[src/rtl/tester_pkg.sv]
// -----------------------------------------------------------------------------
// tester_pkg
//   Definitions shared by the tester vector engine and the pin driver:
//   pin-driver state encoding and the DUT-input synchroniser depth.
// -----------------------------------------------------------------------------
package tester_pkg;

  typedef logic [1:0] state_t;

  localparam state_t IDLE    = 2'd0;  // waiting for a vector request
  localparam state_t SWITCH  = 2'd1;  // guard interval, pins released
  localparam state_t SETTLE  = 2'd2;  // stimulus driven, waiting to sample
  localparam state_t RESPOND = 2'd3;  // response offered to the tester

  // Depth of the synchroniser on asynchronous DUT outputs.
  localparam int SYNC_STAGES = 2;

endpackage

[src/rtl/sync_2ff.sv]
// -----------------------------------------------------------------------------
// sync_2ff
//   Multi-bit flop-chain synchroniser for asynchronous DUT outputs. Each bit is
//   synchronised independently; the bus is only meaningful when the source is
//   stable for longer than the chain latency.
// Ports:
//   clock   - destination clock
//   reset_n - asynchronous active-low reset, clears every stage
//   d       - asynchronous input bus
//   q       - synchronised output, SYNC_STAGES cycles of latency
// -----------------------------------------------------------------------------
module sync_2ff
  import tester_pkg::*;
#(
  parameter int WIDTH = 1
) (
  input  logic             clock,
  input  logic             reset_n,
  input  logic [WIDTH-1:0] d,
  output logic [WIDTH-1:0] q
);

  logic [WIDTH-1:0] stage_q [SYNC_STAGES];

  // NOTE: sequential state uses non-blocking assignments so every stage samples
  // the value its predecessor held before the edge.
  always_ff @(posedge clock or negedge reset_n) begin
    if (!reset_n) begin
      for (int i = 0; i < SYNC_STAGES; i++) stage_q[i] <= '0;
    end else begin
      stage_q[0] <= d;
      for (int i = 1; i < SYNC_STAGES; i++) stage_q[i] <= stage_q[i-1];
    end
  end

  assign q = stage_q[SYNC_STAGES-1];

endmodule

[src/rtl/dut_pin_driver.sv]
// -----------------------------------------------------------------------------
// dut_pin_driver
//   Pin-level stage between the tester vector engine and the device under test.
//   Accepts one vector at a time, guards target changes with the pins released,
//   drives the stimulus, waits a programmable settle time and returns the
//   synchronised DUT response over a valid/ready handshake.
// Ports:
//   clock, reset_n          - system clock, asynchronous active-low reset
//   abort                   - tester disabled; cancels any transaction
//   req_valid/req_ready     - vector request handshake
//   req_mosi/target/wait    - stimulus, target select, extra settle cycles
//   rsp_valid/rsp_ready     - response handshake, rsp_miso is the sample
//   busy                    - high whenever not idle
//   target_sel, mosi, pin_oe- registered board-side pin controls
//   miso                    - asynchronous DUT outputs
// -----------------------------------------------------------------------------
module dut_pin_driver
  import tester_pkg::*;
#(
  parameter int PIN_WIDTH    = 24,
  parameter int SEL_WIDTH    = 5,
  parameter int WAIT_WIDTH   = 16,
  parameter int GUARD_CYCLES = 4
) (
  input  logic                  clock,
  input  logic                  reset_n,
  input  logic                  abort,
  input  logic                  req_valid,
  output logic                  req_ready,
  input  logic [PIN_WIDTH-1:0]  req_mosi,
  input  logic [SEL_WIDTH-1:0]  req_target,
  input  logic [WAIT_WIDTH-1:0] req_wait,
  output logic                  rsp_valid,
  input  logic                  rsp_ready,
  output logic [PIN_WIDTH-1:0]  rsp_miso,
  output logic                  busy,
  output logic [SEL_WIDTH-1:0]  target_sel,
  output logic [PIN_WIDTH-1:0]  mosi,
  output logic                  pin_oe,
  input  logic [PIN_WIDTH-1:0]  miso
);

  // One extra bit so req_wait + 2 never wraps at the maximum wait.
  localparam int CNT_W = WAIT_WIDTH + 1;

  state_t                state_q,      state_d;
  logic                  target_set_q, target_set_d;
  logic [SEL_WIDTH-1:0]  target_sel_q, target_sel_d;
  logic [PIN_WIDTH-1:0]  mosi_q,       mosi_d;
  logic                  pin_oe_q,     pin_oe_d;
  logic                  rsp_valid_q,  rsp_valid_d;
  logic [PIN_WIDTH-1:0]  rsp_miso_q,   rsp_miso_d;
  logic [CNT_W-1:0]      cnt_q,        cnt_d;
  logic [PIN_WIDTH-1:0]  vec_q,        vec_d;
  logic [WAIT_WIDTH-1:0] wait_q,       wait_d;

  logic [PIN_WIDTH-1:0]  miso_sync;
  logic                  accept;

  sync_2ff #(.WIDTH(PIN_WIDTH)) u_miso_sync (
    .clock   (clock),
    .reset_n (reset_n),
    .d       (miso),
    .q       (miso_sync)
  );

  assign req_ready = (state_q == IDLE) && !abort;
  assign accept    = req_valid && req_ready;

  always_comb begin
    // NOTE: every signal gets a hold default before the case so no path leaves
    // it unassigned, which would otherwise infer a latch.
    state_d      = state_q;
    target_set_d = target_set_q;
    target_sel_d = target_sel_q;
    mosi_d       = mosi_q;
    pin_oe_d     = pin_oe_q;
    rsp_valid_d  = rsp_valid_q;
    rsp_miso_d   = rsp_miso_q;
    cnt_d        = cnt_q;
    vec_d        = vec_q;
    wait_d       = wait_q;

    case (state_q)
      IDLE: begin
        if (accept) begin
          vec_d  = req_mosi;
          wait_d = req_wait;
          if (!target_set_q || (req_target != target_sel_q)) begin
            state_d      = SWITCH;
            target_sel_d = req_target;
            mosi_d       = '0;
            pin_oe_d     = 1'b0;
            target_set_d = 1'b1;
            // Counts down to 0 so SWITCH lasts exactly GUARD_CYCLES cycles.
            cnt_d        = CNT_W'(GUARD_CYCLES - 1);
          end else begin
            state_d  = SETTLE;
            mosi_d   = req_mosi;
            pin_oe_d = 1'b1;
            cnt_d    = CNT_W'(req_wait) + CNT_W'(2);
          end
        end
      end
      SWITCH: begin
        if (cnt_q == '0) begin
          state_d  = SETTLE;
          mosi_d   = vec_q;
          pin_oe_d = 1'b1;
          cnt_d    = CNT_W'(wait_q) + CNT_W'(2);
        end else begin
          cnt_d = cnt_q - CNT_W'(1);
        end
      end
      SETTLE: begin
        // The +2 loaded on entry covers the synchroniser latency, so the sample
        // taken at 0 reflects the stimulus driven on entry.
        if (cnt_q == '0) begin
          state_d     = RESPOND;
          rsp_miso_d  = miso_sync;
          rsp_valid_d = 1'b1;
        end else begin
          cnt_d = cnt_q - CNT_W'(1);
        end
      end
      RESPOND: begin
        if (rsp_ready) begin
          state_d     = IDLE;
          rsp_valid_d = 1'b0;
        end
      end
      default: state_d = IDLE;
    endcase

    // Abort outranks everything and forces the next request to re-guard.
    if (abort) begin
      state_d      = IDLE;
      pin_oe_d     = 1'b0;
      mosi_d       = '0;
      rsp_valid_d  = 1'b0;
      target_set_d = 1'b0;
    end
  end

  always_ff @(posedge clock or negedge reset_n) begin
    if (!reset_n) begin
      state_q      <= IDLE;
      target_set_q <= 1'b0;
      target_sel_q <= '0;
      mosi_q       <= '0;
      pin_oe_q     <= 1'b0;
      rsp_valid_q  <= 1'b0;
      rsp_miso_q   <= '0;
      cnt_q        <= '0;
      vec_q        <= '0;
      wait_q       <= '0;
    end else begin
      state_q      <= state_d;
      target_set_q <= target_set_d;
      target_sel_q <= target_sel_d;
      mosi_q       <= mosi_d;
      pin_oe_q     <= pin_oe_d;
      rsp_valid_q  <= rsp_valid_d;
      rsp_miso_q   <= rsp_miso_d;
      cnt_q        <= cnt_d;
      vec_q        <= vec_d;
      wait_q       <= wait_d;
    end
  end

  assign busy       = (state_q != IDLE);
  assign target_sel = target_sel_q;
  assign mosi       = mosi_q;
  assign pin_oe     = pin_oe_q;
  assign rsp_valid  = rsp_valid_q;
  assign rsp_miso   = rsp_miso_q;

endmodule

[config.mk]
export PLATFORM = sky130hd
export DESIGN_NAME = dut_pin_driver
export DESIGN_NICKNAME = d
export VERILOG_FILES = /design/src/rtl/tester_pkg.sv /design/src/rtl/sync_2ff.sv /design/src/rtl/dut_pin_driver.sv
export SDC_FILE = /design/constraint.sdc
export NUM_CORES = 1
export LEC_CHECK = 0
export BUFFER_PORTS_ARGS = -buffer_cell sky130_fd_sc_hd__buf_4
export CAP_MARGIN = 5
export CORE_MARGIN = 2
export CORE_UTILIZATION = 53
export DETAILED_ROUTE_END_ITERATION = 7
export PLACE_DENSITY = 0.73
export RECOVER_POWER = 25
export SYNTH_ARGS = -nofsm -noshare
export SYNTH_HDL_FRONTEND = slang
export SYNTH_HIERARCHICAL = 1
export SYNTH_SLANG_ARGS = --single-unit
[constraint.sdc]
create_clock -name clock -period 6.4 [get_ports clock]
set_input_delay 0.32 -clock clock [delete_from_list [all_inputs] [get_ports clock]]
set_output_delay 0.32 -clock clock [all_outputs]
set_load 0.01 [all_outputs]
==> run metrics <==
failing checks DRC; Cell Rows 43; WS Path Type register to register; Post-synth EDFFs 0; root buffer cell clkbuf_16; CTS Buf Count 17; clock slew at reported path FFs 70 ps; status finished with violations; diodes inserted 0; max_slew headroom 0.2509; Setup-failing EPs final 0; Overflow after GRT 0; met1 usage 0.3083; max frequency 0.3196 GHz; R2R Path End mosi[10]$_DFFE_PN0P_; critical path required time 6720 ps; Yosys reg bits 163; Ys Warns 6; CP top delay family compound AO/OA/AOI/OAI gates; maximum buffer depth of the clock tree 2; async set-reset flop share out of synthesis 1.000; worst-case reg-to-reg path depth 8; WHS 126.7 ps; IR drop worst, VDD 282.5 uV; Post-Syn Nets 700; Setup Fix Bufs, Post-CTS 0; Post-route DRC 6; Worst Tran Pin Value 1124 ps; DIE WIDTH 122.1 um; area delta synth->final 24.52%; gr busiest metal met2; Max Transition Viols Final 0; vias in the first global route 5390; CTS tree done; CP Launch Type register; CP cell instances inv_1 > ha_1 > nor3b_2 > and4b_1 > and2_1 > a311o_2 > nor2_1 > a211oi_1; max_cap viols 0; detailed-route wire length 17510 um; RD Place Congestion 0.9262; Clk Latency, worst-skew pair 430 ps; crit path to mosi[10]$_DFFE_PN0P_; initial core utilization 0.5365; fin nets 828; ANT nets after route 0; Worst Path Buf+Inv 1; post-DP HPWL 11560 um; FILL cells 1030; Resized cells post-CTS 0; fin crit period 3129 ps; hold_buf cts 25; PD cells 419.0 nW/um^2; antenna violations before repair 0; Final Hold Viols 0; Top FF cell, synth dfrtp_1; die height 122.1 um; total core area 13770 um^2; Reg2Reg Setup Slack 3270 ps; Vias 5294; RSZ-0062 raised after global routing no; Design Power 3.855 mW; CP Max Fanout 49; slowest stage delay, CP 890 ps; 1st-iter DRT viols 481; Post-Syn Area 7390 um^2; fin crit share 0.4888; Pre-antenna DRT Iters 8; Worst Skew 10.77 ps; H-tree Lvls 4; average size of a mapped cell 11.94 um^2; critical path depth 8; largest net degree at the start of global routing 90; Port Buf Inserts 130; post-synth top area cell dfrtp_1; Synth top area share 0.5520; global-route wire length before repair 27900 um; layout cells sized above 1 0.3316; setup TNS 0 ps; IO Pins 131; CP Capture Type register; critical path startpoint cnt_q[0]$_DFFE_PN0P_; clk sinks 163; LEAKAGE 4.179 nW; Worst Path Arrival 3450 ps; Cell variety after synth 59; routed len/inst 18.62 um; vias per std cell 5.632; Seq/Total Area, Yosys 0.5520; Worst path slowest cell a311o_2; leading post-synthesis cells by cell area dfrtp_1 (55%), mux2_2 (10%), mux2i_1 (3.3%), nor2_1 (3.0%), buf_4 (2.5%); Hold Path Class primary input to register; reg2reg start cnt_q[0]$_DFFE_PN0P_; grt met2 use 0.3939; die outline area 14900 um^2; Total GRT Usage 0.2459; grt met3 use 0.08006; synthesized instance count 619
==> worst min-delay path by stage <==
stage	to	cells after the start	slack, ps	start
final	vec_q[11]$_DFFE_PN0P_	2	130	req_mosi[11]
after global routing	vec_q[8]$_DFFE_PN0P_	2	120	req_mosi[8]
after detailed placement	u_miso_sync/q[4]$_DFF_PN0_	0	340	u_miso_sync/stage_q[28]$_DFF_PN0_
after global placement	u_miso_sync/q[11]$_DFF_PN0_	0	330	u_miso_sync/stage_q[35]$_DFF_PN0_
after CTS	vec_q[16]$_DFFE_PN0P_	2	120	req_mosi[16]
after floorplan	cnt_q[0]$_DFFE_PN0P_	0	20	reset_n
==> per-stage QoR <==
step                std cells  area [um^2]  setup slack [ps]    util
floorplan                 619         7390              4136       -
detailed placement        883         8308              3399  0.6032
global route              940         9201              2977  0.6681
finish                    940         9201              3271  0.6681
CTS                       940         9201              3308  0.6681
global placement          883         8308              3572  0.6032
==> worst register-to-register path: cells and delay by family, from the launching register on <==
family,cells,cell delay [ps]
AOI/OAI and AO/OA,2,1190
adders and majority gates,1,210
buffers and inverters,1,100
DFF,1,420
and+or+nand+nor,4,1110
==> synth_stat cells, types with 9 or more instances <==
master    count
dfrtp_1     163
mux2_2       68
nor2_1       60
nand2_1      32
buf_4        25
mux2i_1      24
o21ai_0      24
xor2_1       20
xnor2_1      19
a211oi_1     17
nand3_1      17
clkbuf_1     14
nand4_1      12
a211oi_2      9
a21oi_1       9
inv_1         9
nor3_1        9
==> power breakdown <==
part	internal (mW)	switching [mW]	leakage, nW
logic	0.572	0.667	1.84
clock network	0.635	0.466	0.308
registers	1.29	0.223	2.03
==> cell type report <==
| type | instances | area, um^2 | share of cell area |
|---|---|---|---|
| inverter | 9 | 33.78 | 0.003671 |
| clock buffer | 17 | 425.4 | 0.04623 |
| timing repair buffer | 157 | 1245 | 0.1353 |
| sequential | 163 | 4079 | 0.4433 |
| clock inverter | 15 | 217.7 | 0.02366 |
| multi-input combinational | 399 | 2975 | 0.3234 |
| tap | 180 | 225.2 | 0.02448 |
==> layer usage <==
layer / share of wire / routed length [um]
met4: 0.027 / 480
met5: 0 / 0
met3: 0.073 / 1271
met2: 0.49 / 8588
met1: 0.41 / 7165
==> state kept, by name (all words and copies together), names as in the netlist <==
signal               count
cnt_q                   17
mosi                    24
pin_oe                   1
rsp_miso                24
rsp_valid                1
state_q                  2
target_sel               5
target_set_q             1
u_miso_sync/q           24
u_miso_sync/stage_q     24
vec_q                   24
wait_q                  16
==> cells by family after synthesis <==
family	share of synthesized area
simple gates	0.1114
fa+ha+maj	0.01185
compound gates	0.09668
flops	0.5520
xor+xnor	0.04622
mux	0.1361
buf+inv	0.04572
==> placed cells by master (no fill, tap or decap), drive strengths merged, types with 4 or more instances in the layout <==
cell / n
a21oi: 9
xnor2: 19
nor2: 60
inv: 16
o22ai: 7
dfrtp: 163
and4: 4
nor4: 6
nand3: 17
xor2: 20
and3: 4
ha: 7
mux2: 68
dlygate4sd3: 25
nor3: 10
a211oi: 26
nand4: 12
nand2: 33
nand2b: 4
clkbuf: 41
buf: 108
o21ai: 25
mux2i: 24
Power figures use the tool's default switching activity.
